**src/rtl/regfile_writeback_if.sv**
```systemverilog
// rtl/regfile_writeback_if.sv - ALU, load/store and register-file write port signals for the writeback block
interface regfile_writeback_if;
    logic        alu_valid;
    logic [4:0]  alu_rd;
    logic [31:0] alu_data;
    logic        alu_stall;

    logic        ls_valid;
    logic        ls_ready;
    logic [4:0]  ls_rd;
    logic [31:0] ls_data;

    logic        rf_write_en;
    logic [4:0]  rf_rd_addr;
    logic [31:0] rf_rd_data;

    modport master (
        output alu_valid, alu_rd, alu_data, ls_valid, ls_rd, ls_data,
        input  alu_stall, ls_ready, rf_write_en, rf_rd_addr, rf_rd_data
    );

    modport slave (
        input  alu_valid, alu_rd, alu_data, ls_valid, ls_rd, ls_data,
        output alu_stall, ls_ready, rf_write_en, rf_rd_addr, rf_rd_data
    );
endinterface

```
**src/rtl/regfile_writeback.sv**
```systemverilog
// rtl/regfile_writeback.sv - register file writeback arbiter, load/store result FIFO and pending-write scoreboard
// Optional operand bypass from the write port is enabled by defining WB_BYPASS_EN.
module regfile_writeback #(
    parameter int FIFO_DEPTH = 2
) (
    input  logic        clk,
    input  logic        reset_n,
    regfile_writeback_if.slave wb,
    input  logic        issue_valid,
    input  logic [4:0]  issue_rd,
    input  logic [4:0]  rs1_addr,
    input  logic [4:0]  rs2_addr,
    output logic        rs1_busy,
    output logic        rs2_busy,
    output logic        rs1_fwd_valid,
    output logic        rs2_fwd_valid,
    output logic [31:0] rs1_fwd_data,
    output logic [31:0] rs2_fwd_data
);
    localparam int AW = (FIFO_DEPTH > 1) ? $clog2(FIFO_DEPTH) : 1;
    localparam int CW = AW + 1;
    localparam logic [CW-1:0] DEPTH_C = CW'(FIFO_DEPTH);

    logic [4:0]    fifo_rd   [FIFO_DEPTH];
    logic [31:0]   fifo_data [FIFO_DEPTH];
    logic [AW-1:0] wr_ptr;
    logic [AW-1:0] rd_ptr;
    logic [CW-1:0] count;

    logic          fifo_full;
    logic          fifo_empty;
    logic          alu_sel;
    logic          pop;
    logic          push;

    logic [31:0]   pending;
    logic [31:0]   set_mask;
    logic [31:0]   clr_mask;

    always_comb begin
        fifo_full   = (count == DEPTH_C);
        fifo_empty  = (count == '0);
        wb.ls_ready = !fifo_full;
        wb.alu_stall = fifo_full;
        // A zero-destination ALU result is dropped and leaves the slot free for the FIFO.
        alu_sel     = wb.alu_valid && (wb.alu_rd != 5'd0);
        pop         = !alu_sel && !fifo_empty;
        push        = wb.ls_valid && !fifo_full && (wb.ls_rd != 5'd0);
    end

    always_ff @(posedge clk) begin
        if (push) begin
            fifo_rd[wr_ptr]   <= wb.ls_rd;
            fifo_data[wr_ptr] <= wb.ls_data;
        end
    end

    always_ff @(posedge clk or negedge reset_n) begin
        if (!reset_n) begin
            wr_ptr <= '0;
            rd_ptr <= '0;
            count  <= '0;
        end else begin
            if (push) wr_ptr <= wr_ptr + 1'b1;
            if (pop)  rd_ptr <= rd_ptr + 1'b1;
            case ({push, pop})
                2'b10:   count <= count + 1'b1;
                2'b01:   count <= count - 1'b1;
                default: count <= count;
            endcase
        end
    end

    always_ff @(posedge clk or negedge reset_n) begin
        if (!reset_n) begin
            wb.rf_write_en <= 1'b0;
            wb.rf_rd_addr  <= 5'd0;
            wb.rf_rd_data  <= 32'd0;
        end else if (alu_sel) begin
            wb.rf_write_en <= 1'b1;
            wb.rf_rd_addr  <= wb.alu_rd;
            wb.rf_rd_data  <= wb.alu_data;
        end else if (pop) begin
            wb.rf_write_en <= 1'b1;
            wb.rf_rd_addr  <= fifo_rd[rd_ptr];
            wb.rf_rd_data  <= fifo_data[rd_ptr];
        end else begin
            wb.rf_write_en <= 1'b0;
            wb.rf_rd_addr  <= 5'd0;
            wb.rf_rd_data  <= 32'd0;
        end
    end

    always_comb begin
        set_mask = 32'd0;
        clr_mask = 32'd0;
        if (issue_valid) set_mask = 32'd1 << issue_rd;
        if (wb.rf_write_en) clr_mask = 32'd1 << wb.rf_rd_addr;
    end

    // Clear is applied before set so a same-edge reissue keeps the bit; bit 0 never holds.
    always_ff @(posedge clk or negedge reset_n) begin
        if (!reset_n) pending <= 32'd0;
        else          pending <= ((pending & ~clr_mask) | set_mask) & 32'hFFFF_FFFE;
    end

`ifdef WB_BYPASS_EN
    always_comb begin
        rs1_fwd_valid = wb.rf_write_en && (wb.rf_rd_addr == rs1_addr) && (rs1_addr != 5'd0);
        rs2_fwd_valid = wb.rf_write_en && (wb.rf_rd_addr == rs2_addr) && (rs2_addr != 5'd0);
        rs1_fwd_data  = wb.rf_rd_data;
        rs2_fwd_data  = wb.rf_rd_data;
        rs1_busy      = pending[rs1_addr] && !rs1_fwd_valid;
        rs2_busy      = pending[rs2_addr] && !rs2_fwd_valid;
    end
`else
    always_comb begin
        rs1_fwd_valid = 1'b0;
        rs2_fwd_valid = 1'b0;
        rs1_fwd_data  = 32'd0;
        rs2_fwd_data  = 32'd0;
        rs1_busy      = pending[rs1_addr];
        rs2_busy      = pending[rs2_addr];
    end
`endif
endmodule

```
**src/flat_wrapper.sv**
```systemverilog
// flat-port wrapper written by rule: the top's interface ports become plain ports
module regfile_writeback_flat 
#(
    parameter int FIFO_DEPTH = 2
)
  (clk, reset_n, issue_valid, issue_rd, rs1_addr, rs2_addr, rs1_busy, rs2_busy, rs1_fwd_valid, rs2_fwd_valid, rs1_fwd_data, rs2_fwd_data, wb_alu_valid, wb_alu_rd, wb_alu_data, wb_ls_valid, wb_ls_rd, wb_ls_data, wb_alu_stall, wb_ls_ready, wb_rf_write_en, wb_rf_rd_addr, wb_rf_rd_data);
  regfile_writeback_if wb_i ();
  input  logic clk;
  input  logic reset_n;
  input  logic issue_valid;
  input  logic [4:0] issue_rd;
  input  logic [4:0] rs1_addr;
  input  logic [4:0] rs2_addr;
  output logic rs1_busy;
  output logic rs2_busy;
  output logic rs1_fwd_valid;
  output logic rs2_fwd_valid;
  output logic [31:0] rs1_fwd_data;
  output logic [31:0] rs2_fwd_data;
  input wire logic [$bits(wb_i.alu_valid)-1:0] wb_alu_valid;
  input wire logic [$bits(wb_i.alu_rd)-1:0] wb_alu_rd;
  input wire logic [$bits(wb_i.alu_data)-1:0] wb_alu_data;
  input wire logic [$bits(wb_i.ls_valid)-1:0] wb_ls_valid;
  input wire logic [$bits(wb_i.ls_rd)-1:0] wb_ls_rd;
  input wire logic [$bits(wb_i.ls_data)-1:0] wb_ls_data;
  output wire logic [$bits(wb_i.alu_stall)-1:0] wb_alu_stall;
  output wire logic [$bits(wb_i.ls_ready)-1:0] wb_ls_ready;
  output wire logic [$bits(wb_i.rf_write_en)-1:0] wb_rf_write_en;
  output wire logic [$bits(wb_i.rf_rd_addr)-1:0] wb_rf_rd_addr;
  output wire logic [$bits(wb_i.rf_rd_data)-1:0] wb_rf_rd_data;
  assign wb_i.alu_valid = wb_alu_valid;
  assign wb_i.alu_rd = wb_alu_rd;
  assign wb_i.alu_data = wb_alu_data;
  assign wb_i.ls_valid = wb_ls_valid;
  assign wb_i.ls_rd = wb_ls_rd;
  assign wb_i.ls_data = wb_ls_data;
  assign wb_alu_stall = wb_i.alu_stall;
  assign wb_ls_ready = wb_i.ls_ready;
  assign wb_rf_write_en = wb_i.rf_write_en;
  assign wb_rf_rd_addr = wb_i.rf_rd_addr;
  assign wb_rf_rd_data = wb_i.rf_rd_data;
  regfile_writeback #(.FIFO_DEPTH(FIFO_DEPTH)) u_core (.clk(clk), .reset_n(reset_n), .wb(wb_i), .issue_valid(issue_valid), .issue_rd(issue_rd), .rs1_addr(rs1_addr), .rs2_addr(rs2_addr), .rs1_busy(rs1_busy), .rs2_busy(rs2_busy), .rs1_fwd_valid(rs1_fwd_valid), .rs2_fwd_valid(rs2_fwd_valid), .rs1_fwd_data(rs1_fwd_data), .rs2_fwd_data(rs2_fwd_data));
endmodule
```
**config.mk**
```make
export PLATFORM = sky130hd
export DESIGN_NAME = regfile_writeback_flat
export DESIGN_NICKNAME = d
export VERILOG_FILES = /design/src/rtl/regfile_writeback_if.sv /design/src/rtl/regfile_writeback.sv /design/src/flat_wrapper.sv
export SDC_FILE = /design/constraint.sdc
export NUM_CORES = 1
export LEC_CHECK = 0
export ABC_AREA = 1
export ABC_CLOCK_PERIOD_IN_PS = 5000
export BUFFER_PORTS_ARGS = -buffer_cell sky130_fd_sc_hd__buf_2
export CAP_MARGIN = 10
export CORE_MARGIN = 3
export CORE_UTILIZATION = 35
export CTS_BUF_LIST = sky130_fd_sc_hd__clkbuf_8
export DETAILED_ROUTE_END_ITERATION = 6
export PLACE_DENSITY = 0.55
export SLEW_MARGIN = 20
export SYNTH_ARGS = -nofsm -noshare
export SYNTH_HDL_FRONTEND = slang
export SYNTH_SLANG_ARGS = --single-unit
export TNS_END_PERCENT = 10
```
**constraint.sdc**
```tcl
create_clock -name clk -period 5 [get_ports clk]
set_input_delay 0.5 -clock clk [delete_from_list [all_inputs] [get_ports clk]]
set_output_delay 0.5 -clock clk [all_outputs]
set_load 0.02 [all_outputs]
```
# After elaboration in Yosys (flattened, before gate mapping)
# Memories as Yosys holds them, arrays and structs flattened.
# Cells that the tools add are included.
[word_totals]
register_bits = 73
ramBits = 74
wordCells = 49
n_memories = 2
[memory_table]
columns = ["name", "depth", "width", "read_ports", "rd_clocked_by_memory_dff", "write_ports", "line_no", "source"]
rows = [
  ["u_core.fifo_data", 2, 32, 1, 0, 1, "regfile_writeback.sv:25", "logic [31:0] fifo_data [FIFO_DEPTH];"],
  ["u_core.fifo_rd", 2, 5, 1, 0, 1, "regfile_writeback.sv:24", "logic [4:0] fifo_rd [FIFO_DEPTH];"],
]
[op_classes]
addsub = 4
magnitude_cmp = 2
eq_ne = 3
shift = 2
mux = 15
n_bitwise = 3
n_reduce_logical = 11
[ops]
columns = ["op", "n"]
rows = [
  ["$mux W32", 4],
  ["$shl A1 B5 Y32 const A", 2],
  ["$and A32 B32 Y32", 1],
  ["$not A32 Y32", 1],
  ["$or A32 B32 Y32", 1],
  ["$lt A5 B6 Y1 const B", 2],
  ["$bmux W1 S5", 2],
  ["$mux W5", 2],
  ["$reduce_bool A5 Y1", 2],
  ["$mux W1", 6],
  ["$eq A2 B2 Y1 const B", 2],
  ["$logic_and A1 B1 Y1", 4],
  ["$pmux W2 S2", 1],
  ["$logic_not A1 Y1", 3],
  ["$add A1 B1 Y1 const B", 2],
  ["$add A2 B1 Y2 const B", 1],
  ["$eq A2 B1 Y1 const B", 1],
  ["$logic_not A2 Y1", 1],
  ["$reduce_bool A2 Y1", 1],
  ["$sub A2 B1 Y2 const B", 1],
]

# Depth between registers and ports, before layout
# Gate-level depths: netlist of the first run.
[logic_depth]
depth_word = 6
ltp_mapped = 11
depth_no_buf = 9

# Worst setup path before layout of the first run
# Ideal clock, no wire load.
[synth_path]
path_kind = "reg2reg"
from = "register u_core.count[1]"
to = "memory u_core.fifo_data[0][0] (enable)"
setup_time_ns = 0.431
arrival_ns = 2.543
required_time_ns = 4.569
setup_slack_ns = 2.026
path_stages_with_launch = 6
path_buffers = 0
period_less_slack_ns = 2.974
path_cell_list = "dfrtp_1 -> inv_1 -> nor2_1 -> inv_1 -> nand3_1 -> nor2_1"
[synth_between]
elab_chain_cells = 6
[synth_rtl]
columns = ["item", "line_no", "source"]
rows = [
  ["start: declaration", "regfile_writeback.sv:28", "logic [CW-1:0] count;"],
  ["start signal: assignment", "regfile_writeback.sv:67", "2'b10: count <= count + 1'b1;"],
  ["start signal: assignment", "regfile_writeback.sv:68", "2'b01: count <= count - 1'b1;"],
  ["start signal: assignment", "regfile_writeback.sv:69", "default: count <= count;"],
  ["$eq A2 B2 Y1", "regfile_writeback.sv:41", "fifo_full = (count == DEPTH_C);"],
  ["via wb_alu_stall", "flat_wrapper.sv:26", "output wire logic [$bits(wb_i.alu_stall)-1:0] wb_alu_stall;"],
  ["$logic_not A1 Y1", "n/a", ""],
  ["via wb_ls_ready", "flat_wrapper.sv:27", "output wire logic [$bits(wb_i.ls_ready)-1:0] wb_ls_ready;"],
  ["$logic_and A1 B1 Y1 (2 in a row)", "regfile_writeback.sv:48", "push = wb.ls_valid && !fifo_full && (wb.ls_rd != 5'd0);"],
  ["$mux W1", "regfile_writeback.sv:52", "if (push) begin"],
  ["$mux W1 (implied by the code)", "regfile_writeback.sv:54", "fifo_data[wr_ptr] <= wb.ls_data;"],
  ["end: declaration", "regfile_writeback.sv:25", ""],
]
# The timed path passes the listed nets, and every way through them passes these cells.

# Worst setup path after layout of the first run
[layout_path]
from = "input port rs2_addr[0]"
to = "output port rs2_busy"
[layout_between]
elab_chain_cells = 2
[layout_rtl]
columns = ["item", "line_no", "source"]
rows = [
  ["start: declaration", "flat_wrapper.sv:13", "input logic [4:0] rs2_addr;"],
  ["$bmux W1 S5", "regfile_writeback.sv:123", "rs2_busy = pending[rs2_addr];"],
  ["$mux W1 (implied by the code)", "regfile_writeback.sv:123", ""],
  ["end: declaration", "flat_wrapper.sv:15", "output logic rs2_busy;"],
]
# No other way between the ends. The select of a mux whose other input is x is not followed.

==> results of run 1 <==
[routing by layer]
metal	GRT usage, %	up-vias	wire, um
li1	-	2626	-
met2	25.2	197	8010
met1	20.5	2458	7180
met5	0	-	17
met3	5.21	28	1350
met4	5.22	4	326
[how the worst max path moves through the flow]
stage / cells past startpoint / slack [ps] / to / from
floorplan: 5 / 2030 / u_core.fifo_data[0][0]$_DFFE_PP_ / u_core.count[1]$_DFFE_PN0P_
detailed placement: 8 / 2540 / u_core.count[1]$_DFFE_PN0P_ / wb_alu_rd[1]
global route: 11 / 2460 / rs1_busy / rs1_addr[0]
finish: 11 / 2650 / rs2_busy / rs2_addr[0]
global placement: 8 / 2580 / u_core.count[1]$_DFFE_PN0P_ / wb_alu_rd[1]
CTS: 11 / 2670 / rs1_busy / rs1_addr[0]
[layout make-up]
class | count | share of cell area (%)
Timing Repair Buffer | 141 | 9.35
Sequential cell | 147 | 50.8
Antenna cell | 3 | 0.0941
Inverter | 34 | 1.60
Tap cell | 260 | 4.08
Multi-Input combinational cell | 545 | 29.5
Clock inverter | 15 | 1.66
Clock buffer | 17 | 2.93
[synth_stat cells, drive strengths merged]
| library cell | n |
|---|---|
| nor3 | 9 |
| conb | 1 |
| inv | 34 |
| o31ai | 1 |
| a22oi | 1 |
| nand2 | 289 |
| and3 | 1 |
| clkbuf | 16 |
| nand3 | 91 |
| xnor2 | 1 |
| a21oi | 1 |
| xor2 | 3 |
| o21ai | 65 |
| edfxtp | 74 |
| dfrtp | 73 |
| ha | 1 |
| nor2 | 7 |
| buf | 84 |
| nand4 | 9 |
[cell usage in the layout (no fill, tap or decap), drive strengths merged]
cell	instances
edfxtp	74
diode	3
and3	1
dlygate4sd3	1
clkinvlp	4
nor2	7
ha	1
o21ai	65
a21oi	1
nor3	9
bufinv	1
inv	37
nand4	9
a22oi	1
buf	140
nand3	91
clkbuf	17
xor2	3
dfrtp	73
o31ai	1
clkinv	7
xnor2	1
nand2	289
conb	66
[cell families after synthesis]
family,share of synthesized area [%]
AOI/OAI and AO/OA,5.06
other,0.0541
xor gates and xnor gates,0.506
buffers and inverters,11.3
and+or+nand+nor,24.4
adders and majority gates,0.181
DFF,58.5
[worst max-delay path: cells and delay by family]
| kind | cells | cell delay [ps] |
|---|---|---|
| buffers and inverters | 3 | 750 |
| AND/OR/NAND/NOR | 8 | 590 |
[what timing repair did]
item | 4_1_cts | 5_1_grt
gates resized for setup | 0 | 0
setup buffers | 0 | 0
hold buffers | 0 | 1
endpoints found under the hold margin | 0 | 23
[stage by stage]
| step | hold WS, ps | setup slack (ps) |
|---|---|---|
| floorplan | 204 | 2030 |
| global placement | 506 | 2580 |
| detailed placement | 519 | 2540 |
| CTS | 210 | 2670 |
| global route | 206 | 2460 |
| finish | 246 | 2650 |
[power by group]
| part | internal (mW) | switching, mW |
|---|---|---|
| Sequential | 1.66 | 0.200 |
| Combinational | 0.373 | 0.883 |
| Clock | 0.395 | 0.449 |
[state kept, by name, indices dropped and copies added (netlist names)]
register / cells
u_core.fifo_data: 64
u_core.wb.rf_rd_data: 32
u_core.pending: 31
u_core.fifo_rd: 10
u_core.wb.rf_rd_addr: 5
u_core.count: 2
u_core.rd_ptr: 1
u_core.wb.rf_write_en: 1
u_core.wr_ptr: 1
==> flow_summary.toml, run 1 <==
[status]
outcome = "complete, no violations"

[timing]
max_freq_ghz = 0.426
finalHoldViolCount = 0
clock_skew_ps = 10.4
min_period_ps = 2350
min_period_over_period_pct = 46.9
relSlewSlack_pct = 50.7
setup_viol = 0
tns_ps = 0
tightest_slew_ps = 740
slew_viol_final = 0
rsz0062_at_grt = "false"

[power]
leakagePower_nw = 3.80
irDropWorstVdd_mv = 0.240
p_total_mw = 3.96
power_density_nw_per_um2 = 497

[setup_path]
crit_chain = "buf_2 -> inv_1 -> nand2_1 -> nand3_1 -> nand3_1 -> nand2_1 -> nand2_1 -> nand2_1 -> nand2_1 -> nand2_1 -> buf_2"
worstRegToRegCells = 6
r2r_setup_slack_ps = 3070
crit_fanout = 17
start_kind = "input pin"
cp.required_ps = 4500
r2r_end = "u_core.fifo_data[0][18]$_DFFE_PP_"
crit_type = "input pin to output port"
worstPathArrival_ps = 1850
crit_top_cell = "nand2_1"
r2r_start = "u_core.count[1]$_DFFE_PN0P_"
cp-end-kind = "output port"
slowest_delay_ps = 320
slowest_stage = "inv_1"

[route]
ant_nets = 0
drt_wl_total_mm = 16.9
drtIter0Drc = 307
wire_per_inst_um = 14.5
drt_first_pass_iters = 5
viasPerCell = 4.57
route.detailed.drc = 0
via_count = 5313

[floorplanning]
ios = 202
die_w_um = 147
die_h_um = 147
dieArea_sq_um = 21500
start_util_pct = 36.3
core_sq_um = 19100
rows = 50

[clocking]
tritoncts = "built"
clk_pin_slew_ps = 80
worstSkewPairLatency_ps = 440
htreeDepth = 4
cts_made_buffers = 17
cts_root_buf = "clkbuf_8"
clk_path_buf_depth = 2
cts.sinks = 147

[logic_synthesis]
ys_seq_area_share_pct = 58.5
synth_cell_types = 26
netlist_area_sq_um = 6930
yosys_warnings = 0
synth_area_leaders = "edfxtp_1, dfrtp_1, nand2_1"
synth.avg_cell_area_sq_um = 9.10
ys_seq_elements = 147
synth_top_area_share_pct = 32.1
yosysTopAreaCell = "edfxtp_1"
syn_inst = 761

[grt]
grt_max_degree = 74
grt_usage_pct = 15.8
grt_antenna_before_repair = 4
grt_first_pass_wirelength_mm = 26.8
grt_pass1_vias = 5045
grt_overflow_total = 0

[place]
place_area_sq_um = 7560
globalplace.congestion = 0.851
hpwl_mm = 11.7
post-place-cells = 1125
io_buffers = 135

[job]
cap_violations = 0

[final_layout]
area_growth_pct = 15.1
register_area_sq_um = 4050
n_fill_cell = 1927
multiInputGateArea_sq_um = 2350
nets = 981
stdcell_area_sq_um = 7970
finalNonFillerCells = 1162
final_core_util_pct = 41.8
drive_gt1_share_pct = 19.8

[hold_path]
hold_path_class = "input pin to flip-flop"
hold-path-endpoint = "u_core.fifo_data[0][6]$_DFFE_PP_"
hold_depth = 1
min_from = "wb_ls_data[6]"
Note: power is estimated with default switching activity, not from simulation.
==> run 2, diff against run 1 <==
--- a/config.mk
+++ b/config.mk
@@ -6,7 +6,7 @@
 export NUM_CORES = 1
 export LEC_CHECK = 0
 export ABC_AREA = 1
-export ABC_CLOCK_PERIOD_IN_PS = 5000
+export ABC_CLOCK_PERIOD_IN_PS = 2300
 export BUFFER_PORTS_ARGS = -buffer_cell sky130_fd_sc_hd__buf_2
 export CAP_MARGIN = 10
 export CORE_MARGIN = 3
==> constraint.sdc (replaced) <==
create_clock -name clk -period 2.3 [get_ports clk]
set_input_delay 0.23 -clock clk [delete_from_list [all_inputs] [get_ports clk]]
set_output_delay 0.23 -clock clk [all_outputs]
set_load 0.02 [all_outputs]
==> flow_summary.toml, run 2 (synthesis gave the netlist of run 1 again) <==
[final_layout]
register_area_sq_um = 4050
multiInputGateArea_sq_um = 2350
num_antenna_cells = 0
nets = 1054
drive_gt1_share_pct = 18.8
largest_reg_flops = 64
top_regs = "u_core.fifo_data (64), u_core.wb.rf_rd_data (32), u_core.pending (31)"
finalNonFillerCells = 1232
final_cell_mix = "nand2_1, buf_2, nand3_1"
final_common_cell = "nand2_1"
area_growth_pct = 25.9
max_flop_register = "u_core.fifo_data"
n_fill_cell = 1856
final_core_util_pct = 45.7

[place]
post-place-cells = 1131
globalplace.congestion = 0.811
io_buffers = 135
hpwl_mm = 12.2

[setup_path]
slowest_delay_ps = 540
cp.required_ps = 2630
start_kind = "input pin"
crit_path_start = "wb_ls_rd[3]"
crit_fanout = 4
crit_type = "input pin to flip-flop"
path_delay_family = "buffers and inverters"
crit_chain = "dlygate4sd3_1 -> buf_2 -> nor3_1 -> nand2_1 -> nand3_1 -> ha_1 -> a21oi_1 -> o21ai_0 -> xor2_1"
path_buf_inv = 2
cp-end-kind = "flip-flop"
worstPathArrival_ps = 2180
slowest_stage = "dlygate4sd3_1"
r2r_start = "u_core.count[1]$_DFFE_PN0P_"

[clocking]
cts_root_buf = "clkbuf_8"
clk_path_buf_depth = 2
htreeDepth = 4
cts_setup_buffers = 0
cts_made_buffers = 17
cts.sinks = 147
tritoncts = "built"
worstSkewPairLatency_ps = 450
clk_pin_slew_ps = 90

[route]
viasPerCell = 4.56
route.detailed.drc = 0
ant_nets = 0
drt_wl_total_mm = 17.9
via_count = 5621
drtIter0Drc = 327
drt_first_pass_iters = 4
wire_per_inst_um = 14.5

[timing]
clock_skew_ps = 18.3
tightest_slew_ps = 676
min_period_over_period_pct = 80.5
setup_viol = 0
slew_viol_final = 0
tns_ps = 0
min_period_ps = 1850
relSlewSlack_pct = 54.9
rsz0062_at_grt = "false"
max_freq_ghz = 0.540
finalHoldViolCount = 0

[hold_path]
min_from = "wb_alu_data[9]"
hold_path_class = "input pin to flip-flop"

[job]
cap_violations = 0

[grt]
grt_max_degree = 39
grt_pass1_vias = 5612
grt_overflow_total = 0
grt_antenna_before_repair = 2
grt_usage_pct = 16.9
grt_first_pass_wirelength_mm = 28.9

[floorplanning]
die_h_um = 147
die_w_um = 147
dieArea_sq_um = 21500
core_sq_um = 19100
rows = 50
ios = 202
start_util_pct = 36.3

[power]
power_density_nw_per_um2 = 1010
irDropWorstVdd_mv = 0.585
leakagePower_nw = 4.13

[status]
outcome = "complete, no violations"
run 2: layout make-up:
cell class                 instances  area share, %
clock buffer                      17           2.68
sequential                       147           46.4
multi-input combinational        545           27.0
tap                              260           3.73
clock inverter                    15           1.74
timing repair buffer             214           17.0
inverter                          34           1.46
run 2: worst register-to-register path, cell delays in order, from the launching register on:
cell     delay, ps
dfrtp_1        370
inv_1          120
nor2_1          70
inv_1           60
nand3_1        240
nor2_4         360
buf_12         250
run 2: worst paths after layout:
| check | endpoint | slack [ps] | depth (start not counted) |
|---|---|---|---|
| max in group asynchronous | u_core.wb.rf_rd_data[24]$_DFF_PN0_ | 1450 | 3 |
| worst max-delay path | u_core.count[1]$_DFFE_PN0P_ | 450 | 9 |
| worst max register to register | u_core.fifo_data[1][13]$_DFFE_PP_ | 510 | 6 |
| worst min register to register | u_core.pending[6]$_DFF_PN0_ | 520 | 2 |
| worst min-delay path | u_core.wb.rf_rd_data[9]$_DFF_PN0_ | 30 | 3 |
| min in group asynchronous | u_core.wb.rf_rd_data[18]$_DFF_PN0_ | 250 | 2 |
run 2: layer usage:
metal  up-vias  GRT usage, %  share of wire (%)
met2       189          28.8                 50
met3        17          4.78                6.1
met1      2647          20.9                 42
li1       2764             -                  -
met4         4          5.17                1.2
met5         -             0               0.12
run 2: metrics by stage:
step	setup WS, ps	hold WS [ps]	power (mW)	cell area [sq um]
2_1_floorplan	-89.4	-65.6	5.97	7170
3_3_place_gp	515	202	6.86	7640
3_5_place_dp	491	204	6.90	7640
4_1_cts	463	1.50	8.94	8710
5_1_grt	303	11.0	9.51	8720
6_report	447	34.1	8.84	8720
run 2: repair_timing:
item | in CTS | in global routing
hold buffers | 68 | 1
resized for setup | 0 | 0
endpoints found under the hold margin | 133 | 1
run 2: power breakdown:
part / total [mW] / switching, mW / internal (mW)
clock network: 1.94 / 1.05 / 0.886
registers: 4.04 / 0.433 / 3.61
logic: 2.87 / 1.95 / 0.920
